`config.mk`:
```
export PLATFORM = sky130hd
export DESIGN_NAME = alu_muldiv_seq
export DESIGN_NICKNAME = d
export VERILOG_FILES = /design/src/rtl/alu_pkg.sv /design/src/rtl/alu_muldiv_step.sv /design/src/rtl/alu_muldiv_seq.sv
export SDC_FILE = /design/constraint.sdc
export NUM_CORES = 1
export LEC_CHECK = 0
export CAP_MARGIN = 20
export CORE_ASPECT_RATIO = 1.25
export CORE_MARGIN = 8
export CORE_UTILIZATION = 30
export DETAILED_ROUTE_END_ITERATION = 8
export PLACE_DENSITY = 0.46
export SLEW_MARGIN = 20
export SYNTH_ARGS = -nofsm -noshare
export SYNTH_HDL_FRONTEND = slang
export SYNTH_SLANG_ARGS = --single-unit
```
`constraint.sdc`:
```
create_clock -name clk -period 4.8 [get_ports clk]
set_input_delay 1.2 -clock clk [delete_from_list [all_inputs] [get_ports clk]]
set_output_delay 1.2 -clock clk [all_outputs]
set_load 0.02 [all_outputs]
```
`src/rtl/alu_pkg.sv`:
```
// alu_pkg: shared ALU operation codes, flag bit indices and mul/div FSM states
package alu_pkg;
  localparam int OP_DIV = 0;
  localparam int OP_MUL = 1;
  localparam int FLAG_ZERO = 0;
  localparam int FLAG_NEG = 1;
  localparam int FLAG_OVF = 2;
  localparam int FLAG_DBZ = 3;
  typedef enum logic [1:0] {S_IDLE, S_CALC, S_DONE} state_t;
endpackage

```
`src/rtl/alu_muldiv_step.sv`:
```
// alu_muldiv_step: one unsigned shift-add multiply or restoring shift-subtract divide iteration
module alu_muldiv_step #(
  parameter int l = 16
) (
  input  logic           mul,
  input  logic [2*l-1:0] acc,
  input  logic [2*l-1:0] x,
  input  logic [l-1:0]   y,
  output logic [2*l-1:0] acc_n,
  output logic [2*l-1:0] x_n,
  output logic [l-1:0]   y_n
);
  logic [l:0] t;
  logic       ge;
  // multiply: acc += x when multiplier lsb set; divide: acc is partial remainder, y shifts dividend out and quotient in
  always_comb begin
    t = {acc[l-1:0], y[l-1]} - {1'b0, x[l-1:0]};
    ge = ~t[l];
    acc_n = mul ? (y[0] ? acc + x : acc) : {{l{1'b0}}, ge ? t[l-1:0] : {acc[l-2:0], y[l-1]}};
    x_n = mul ? x << 1 : x;
    y_n = mul ? y >> 1 : {y[l-2:0], ge};
  end
endmodule

```
`src/rtl/alu_muldiv_seq.sv`:
```
// alu_muldiv_seq: iterative signed multiply/divide with valid/ready handshake; ALU_MULDIV_EARLY_OUT_EN enables multiply early exit
module alu_muldiv_seq
  import alu_pkg::*;
#(
  parameter int l = 16,
  parameter int p = 0
) (
  input  logic                clk,
  input  logic                rst_n,
  input  logic                req_valid,
  output logic                req_ready,
  input  logic [p:0]          operation,
  input  logic signed [l-1:0] a,
  input  logic signed [l-1:0] b,
  input  logic [l-1:0]        flags_in,
  output logic                rsp_valid,
  input  logic                rsp_ready,
  output logic signed [l-1:0] r,
  output logic signed [l-1:0] hi,
  output logic [l-1:0]        flags_out
);
  localparam int cw = $clog2(l + 1);
  state_t         state;
  logic [cw-1:0]  cnt;
  logic           mul, sa, sb, dbz;
  logic [2*l-1:0] acc, x, acc_n, x_n, prod;
  logic [l-1:0]   y, y_n, ma, mb, quo, rem, rn, hn, fo;
  logic [l-5:0]   fi;
  logic           op_mul, b_zero, ovf, last;
  alu_muldiv_step #(.l(l)) u_step (
    .mul(mul), .acc(acc), .x(x), .y(y), .acc_n(acc_n), .x_n(x_n), .y_n(y_n)
  );
  assign req_ready = state == S_IDLE;
  assign rsp_valid = state == S_DONE;
  // operand magnitudes at capture and signed fix-up of the final iteration's result
  always_comb begin
    op_mul = operation == (p+1)'(OP_MUL);
    b_zero = b == '0;
    ma = a[l-1] ? -a : a;
    mb = b[l-1] ? -b : b;
    prod = (sa ^ sb) ? -acc_n : acc_n;
    quo = (sa ^ sb) ? -y_n : y_n;
    rem = sa ? -acc_n[l-1:0] : acc_n[l-1:0];
    rn = dbz ? '1 : mul ? prod[l-1:0] : quo;
    hn = dbz ? (sa ? -y : y) : mul ? prod[2*l-1:l] : rem;
    ovf = dbz ? 1'b0 : mul ? (|prod[2*l-1:l-1]) & ~(&prod[2*l-1:l-1]) : ~(sa ^ sb) & y_n[l-1];
    fo = '0;
    fo[l-1:4] = fi;
    fo[FLAG_ZERO] = rn == '0;
    fo[FLAG_NEG] = rn[l-1];
    fo[FLAG_OVF] = ovf;
    fo[FLAG_DBZ] = dbz;
`ifdef ALU_MULDIV_EARLY_OUT_EN
    last = cnt == cw'(1) || (mul && y_n == '0);
`else
    last = cnt == cw'(1);
`endif
  end
  // request capture, iteration and response hold; divide by zero spends a single calc cycle
  always_ff @(posedge clk or negedge rst_n) begin
    if (!rst_n) begin
      state <= S_IDLE;
      cnt <= '0;
      {mul, sa, sb, dbz} <= '0;
      acc <= '0;
      x <= '0;
      y <= '0;
      fi <= '0;
      r <= '0;
      hi <= '0;
      flags_out <= '0;
    end else begin
      case (state)
        S_IDLE: if (req_valid) begin
          mul <= op_mul;
          sa <= a[l-1];
          sb <= b[l-1];
          dbz <= !op_mul && b_zero;
          fi <= flags_in[l-1:4];
          acc <= '0;
          x <= {{l{1'b0}}, op_mul ? ma : mb};
          y <= op_mul ? mb : ma;
          cnt <= (!op_mul && b_zero) ? cw'(1) : cw'(l);
          state <= S_CALC;
        end
        S_CALC: begin
          acc <= acc_n;
          x <= x_n;
          y <= y_n;
          cnt <= cnt - cw'(1);
          if (last) begin
            r <= rn;
            hi <= hn;
            flags_out <= fo;
            state <= S_DONE;
          end
        end
        S_DONE: if (rsp_ready) state <= S_IDLE;
        default: state <= S_IDLE;
      endcase
    end
  end
endmodule

```
==> reports/qor.txt, run 1 <==
status - complete, but fails checks
failing checks - negative setup slack
Seq/Total Area, Yosys - 28.70%
final worst-path cycle share - 101.8%
Post-synth ARST share - 100.0%
max-cap violations - 0
number of buffers added on ports - 98
CTS sink count - 150
post-route ant nets - 0
CTS buffer count - 17
Cell Area, Synth - 13080 µm²
largest cells by area after synthesis - dfrtp_1 (29%), nand2_1 (6.7%), ha_1 (5.2%)
Synth Instances - 1671
Synth cell types - 88
clock latency on the worst-skew pair - 0.47 ns
Via Count - 13.62k
drt pass-1 iters - 5
H-tree depth - 4
Worst Setup Start Kind - flop
Post-Route WL - 51460 µm
crit path time final - 4.889 ns
CORE AREA - 43070 µm²
DRT iter0 DRCs - 830
count leader, synth - nand2_1
worst-path maximum fanout - 6
root buffer cell - clkbuf_16
Die ar. - 50570 µm²
vias in the first global route - 13.61k
row cnt - 85
Synth Flop Type - dfrtp_1
initial antenna violation count - 0
layout cells sized above 1 - 23.10%
RSZ-0062 raised after global routing - yes
vias per inst - 5.365
pre-CTS setup slack - -0.3381 ns
final setup violating endpoints - 1
count of state elements after synthesis - 150
CP peak stage delay - 0.58 ns
GRT Util Overall - 19.94%
routability cong. - 0.8993
Area growth, synth to finish - 36.19%
CTS tree - done
Critical Path AT - 5.25 ns
gr ovfl total - 0
clk slew on worst S/H paths - 0.08 ns
CP Data Required Time - 5.16 ns
Ys Warns - 0
final net count - 2070
Post-synth top cells - nand2_1 (232), dfrtp_1 (150), nor2_1 (138)
Initial Utilization - 30.36%
setup ws final - -0.08866 ns
Hold Path Class - reg -> reg
num ports - 103
die height - 249.4 µm
Die X - 202.7 µm
Clock Skew - 0.01320 ns
Worst slew margin - 29.55%
DRC viols - 0
Synth top area share - 28.70%
pins over their slew limit - 0
Max Clock Freq - 204.6 MHz
Synth area leader - dfrtp_1
Tightest Pin Transition - 1.052 ns
Setup CP Type - reg -> reg
Ant. Diodes - 0
Final Hold Fails - 0
first-pass GRT wire length - 79310 µm
net count after synthesis - 1780
CP dominant cell by count - or4_4
Area after DPL - 16340 µm²
CP Capture Type - flop
Detail Placement HPWL - 39870 µm
cells along the critical path - inv_2 > ha_4 > fa_2 > nand2b_4 > a21oi_4 > o31a_4 > a211oi_4 > buf_4 > nor3_4 > buf_6 > a221oi_4 > nand4_1 > or4_4 > mux2_4 > or3_4 > or4_4 > and4b_1 > a41oi_2 > o31a_1
worst-case clock buffer depth - 2
CP max-delay cell - or4_4
number of synthesized flops with an enable pin - 0
largest net degree at the start of global routing - 83
post-route cell area - 17810 µm²
Routed wire per std cell - 20.27 µm
mean post-synth cell area - 7.826 µm²
[layout make-up]
cell class / instances / area, µm²
Sequential cell: 150 / 3765
Timing Repair Buffer: 387 / 3232
Multi-Input combinational cell: 1366 / 9350
Clock inverter: 15 / 182.7
Fill cell: 4415 / 25260
Clock buffer: 17 / 425.4
Tap cell: 565 / 706.9
Inverter: 39 / 148.9
[per-stage QoR]
stage / cells / hold WS, ns / util (%) / setup TNS [ns]
floorplan: 1671 / 0.4386 / - / 0
CTS: 2516 / 0.4768 / 39.83 / -0.09978
global placement: 2477 / 0.4549 / 37.93 / -1.672
global route: 2539 / 0.4912 / 41.35 / -0.6428
finish: 2539 / 0.4704 / 41.35 / -0.08866
detailed placement: 2477 / 0.4570 / 37.93 / -1.477
[path summary, 6_finish.rpt]
path | startpoint | slack [ns] | to | cells past startpoint
worst max-delay path | y[15] | -0.09 | flags_out[2] | 19
max in group asynchronous | rst_n | 3.13 | state[1] | 2
min in group asynchronous | rst_n | 0.74 | x[16] | 1
worst min-delay path | fi[3] | 0.47 | flags_out[7] | 2
worst min register to register | fi[3] | 0.47 | flags_out[7] | 2
worst max register to register | y[15] | -0.09 | flags_out[2] | 19
[layout by cell type (no fill, tap or decap), types with 10 or more instances in the layout]
cell               n
and3_1            14
a22o_1            27
nand2b_1          16
o221ai_1          12
xor2_1            42
nand2_1          229
o21ai_0          118
a31oi_1           14
o31ai_1           20
a21oi_1          117
nor2_1           134
clkbuf_16         17
xnor2_1           72
nor2b_1           12
a21o_1            20
buf_4            277
dfrtp_1          143
nor3_1            28
nand4_1           14
and2_1            11
mux2i_1           33
nor4_1            10
a211oi_1          42
ha_1              43
o41ai_1           10
nand3_1           61
ha_4              10
o211ai_1          25
o21ai_1           15
clkdlybuf4s50_1   97
inv_1             34
a21oi_2           10
[repair_timing]
action	CTS	global route
pin swaps	12	57
hold buffers	0	0
endpoints found under the setup margin	11	14
buffers inserted	7	25
resized for setup	34	95
[metal layers]
layer	GRT usage, %	share of wire (%)	vias to the layer above
li1	-	-	6716
met1	24.31	43	6561
met2	34.78	50	265
met3	2.476	3.0	79
met4	8.527	3.8	0
met5	0	0	-
[flip-flops by register name, summed over array words and instances, names as in the netlist]
name       flops
acc           32
cnt            5
dbz            1
fi            12
flags_out     16
hi            16
mul            1
r             15
sa             1
sb             1
state          2
x             32
y             16
[critical path: cells and delay by family, from the launching register on]
kind	cells	cell delay, ns
AND/OR/NAND/NOR	7	2.05
AO/OA/AOI/OAI	6	1.21
buffers and inverters	3	0.44
flip-flops	1	0.39
adder cells (fa/ha/maj)	2	0.34
multiplexers	1	0.33
[cell families (layout without fill, tap and decap cells)]
logic type	after synthesis	in the layout	synth area share (%)
AOI/OAI and AO/OA	547	547	28.31
xor gates and xnor gates	122	122	8.171
adders and majority gates	56	56	5.473
buffers and inverters	155	458	4.745
DFF	150	150	28.70
muxes	39	39	3.071
and+or+nand+nor	602	602	21.53
Power of run 1 is left out: the tool's default activity adds up to more than one toggle a clock period on the data nets, which glitch-free logic cannot reach.
==> run 2: changes to the inputs <==
--- a/config.mk
+++ b/config.mk
@@ -8,9 +8,10 @@
 export CAP_MARGIN = 20
 export CORE_ASPECT_RATIO = 1.25
 export CORE_MARGIN = 8
-export CORE_UTILIZATION = 30
+export CORE_UTILIZATION = 55
+export CTS_CLUSTER_SIZE = 12
 export DETAILED_ROUTE_END_ITERATION = 8
-export PLACE_DENSITY = 0.46
+export PLACE_DENSITY = 0.77
 export SLEW_MARGIN = 20
 export SYNTH_ARGS = -nofsm -noshare
 export SYNTH_HDL_FRONTEND = slang
==> run 2 against run 1 <==
  * Design area fell by 6.8%
  * Critical path type unchanged
  * Cell count fell by 14%
  * Count of clock-buffer cells in the layout did not move
  * Core utilization rose by 29 points
  * Fmax fell by 0.77%
  * Routed wire length fell by 11%
  * The flow still finishes with violations (negative setup slack)
  * Hold slack got worse by 0.0018 ns
  * Global-route usage rose by 11 points
  * Via count rose by 3.3%
  * Die area fell by 43%
  * Critical path depth fell by 2
==> reports/qor.txt, run 2 (synthesis results as in run 1) <==
status - complete, but fails checks
failing checks - negative setup slack
RSZ-0062 raised after global routing - yes
num ports - 103
Die ar. - 29000 µm²
leading cell type in the layout, fill and taps excluded - nand2_1
fillcell total - 1837
DRT iter0 DRCs - 1113
Ant. Diodes - 0
top flop regs - acc: 32 flops, x: 32 flops
Worst Setup Start Kind - flop
CORE AREA - 23570 µm²
most frequent cells in the layout - nand2_1 (230), buf_4 (199), dfrtp_1 (145)
Routed wire per std cell - 21.00 µm
layout cells sized above 1 - 18.68%
post-route ant nets - 0
first-pass GRT wire length - 71990 µm
number of buffers added on ports - 98
Critical Path AT - 5.25 ns
crit path time final - 4.927 ns
Initial Utilization - 55.49%
Worst slew margin - 32.89%
largest net degree at the start of global routing - 111
Via Count - 14.08k
worst-case clock buffer depth - 2
die height - 188.4 µm
setup ws final - -0.1266 ns
Layout Cells excl Fill - 2182
CP Data Required Time - 5.12 ns
drt pass-1 iters - 7
Final Hold Fails - 0
worst-path maximum fanout - 4
Setup CP Type - reg -> reg
gr ovfl total - 0
initial antenna violation count - 0
Hold Path Class - reg -> reg
Post-Route WL - 45830 µm
dpl cells - 2128
root buffer cell - clkbuf_16
CP peak stage delay - 0.65 ns
final net count - 1986
final setup violating endpoints - 1
DRC viols - 0
CTS buffer count - 17
max-cap violations - 0
final worst-path cycle share - 102.6%
CP max-delay cell - or4_4
cells along the critical path - inv_1 > ha_1 > a21o_1 > buf_4 > a221oi_1 > a21oi_2 > nor3_1 > nor4b_1 > o31ai_1 > nand4_1 > or4_4 > mux2_4 > or3_1 > or4_1 > and4b_1 > a41oi_1 > o31a_1
CTS tree - done
GRT Util Overall - 30.95%
clock latency on the worst-skew pair - 0.45 ns
Tightest Pin Transition - 1.007 ns
vias in the first global route - 13.67k
pins over their slew limit - 0
CP delay by family, top - simple AND/OR/NAND/NOR gates
Area growth, synth to finish - 26.92%
Die X - 153.9 µm
Buf/Inv on CP - 2
CP Capture Type - flop
CTS sink count - 150
Clock Skew - 0.01359 ns
row cnt - 63
Max Clock Freq - 203.0 MHz
routability cong. - 1.011
H-tree depth - 4
clk slew on worst S/H paths - 0.07 ns
Finished Core Util - 70.43%
vias per inst - 6.451
Detail Placement HPWL - 33740 µm
[run 2: changes by cell type in the layout (fill, tap and decap cells not counted), moves of 4 or more]
cell,change
ha_4,-5
a221oi_2,+4
a211oi_1,-4
xor2_2,-5
buf_6,-5
buf_4,-78
xor2_1,+5
[run 2: layer usage]
| layer | GRT usage [%] | up-vias | wire [µm] |
|---|---|---|---|
| li1 | - | 6535 | - |
| met1 | 35.82 | 6778 | 17640 |
| met2 | 52.94 | 597 | 22330 |
| met3 | 4.951 | 166 | 2887 |
| met4 | 18.96 | 0 | 2968 |
| met5 | 0 | - | 0 |
[run 2: tightest hold or removal path, cell delays in order (launching register included)]
cell and delay (ns):
dfrtp_1 0.34, nand2_1 0.05, nand2_1 0.05
[run 2: final cells by class]
type | count | area (µm²) | area share (%)
Tap cell | 292 | 365.4 | 2.201
Sequential cell | 150 | 3762 | 22.67
Clock buffer | 17 | 425.4 | 2.563
Timing Repair Buffer | 303 | 2570 | 15.48
Inverter | 39 | 146.4 | 0.8820
Multi-Input combinational cell | 1366 | 9117 | 54.93
Clock inverter | 15 | 211.5 | 1.274
[run 2: what timing repair did]
action	4_1_cts	5_1_grt
buffers inserted	12	10
pin swaps	10	19
hold buffers	0	0
endpoints found under the hold margin	0	0
setup endpoints to repair	8	12
resized for setup	27	62
[run 2: path summary, 6_finish.rpt]
| check | start | slack, ns | depth (start not counted) | to |
|---|---|---|---|---|
| min in group asynchronous | rst_n | 0.78 | 1 | acc[13] |
| min | fi[2] | 0.47 | 2 | flags_out[6] |
| max | x[6] | -0.13 | 17 | flags_out[2] |
| min reg2reg | fi[2] | 0.47 | 2 | flags_out[6] |
| max in group asynchronous | rst_n | 3.16 | 2 | hi[1] |
| max reg2reg | x[6] | -0.13 | 17 | flags_out[2] |
[run 2: through the flow]
stage / hold WS, ns / area, µm² / setup WS (ns) / TNS [ns]
global route: 0.4939 / 16600 / -0.2353 / -0.3599
global placement: 0.4486 / 15410 / -0.1521 / -0.3579
detailed placement: 0.4545 / 15410 / -0.2418 / -0.9115
CTS: 0.4697 / 16260 / -0.09164 / -0.09164
floorplan: 0.4386 / 13100 / 0.005823 / 0
finish: 0.4686 / 16600 / -0.1266 / -0.1266
Power of run 2 is left out for the same reason.
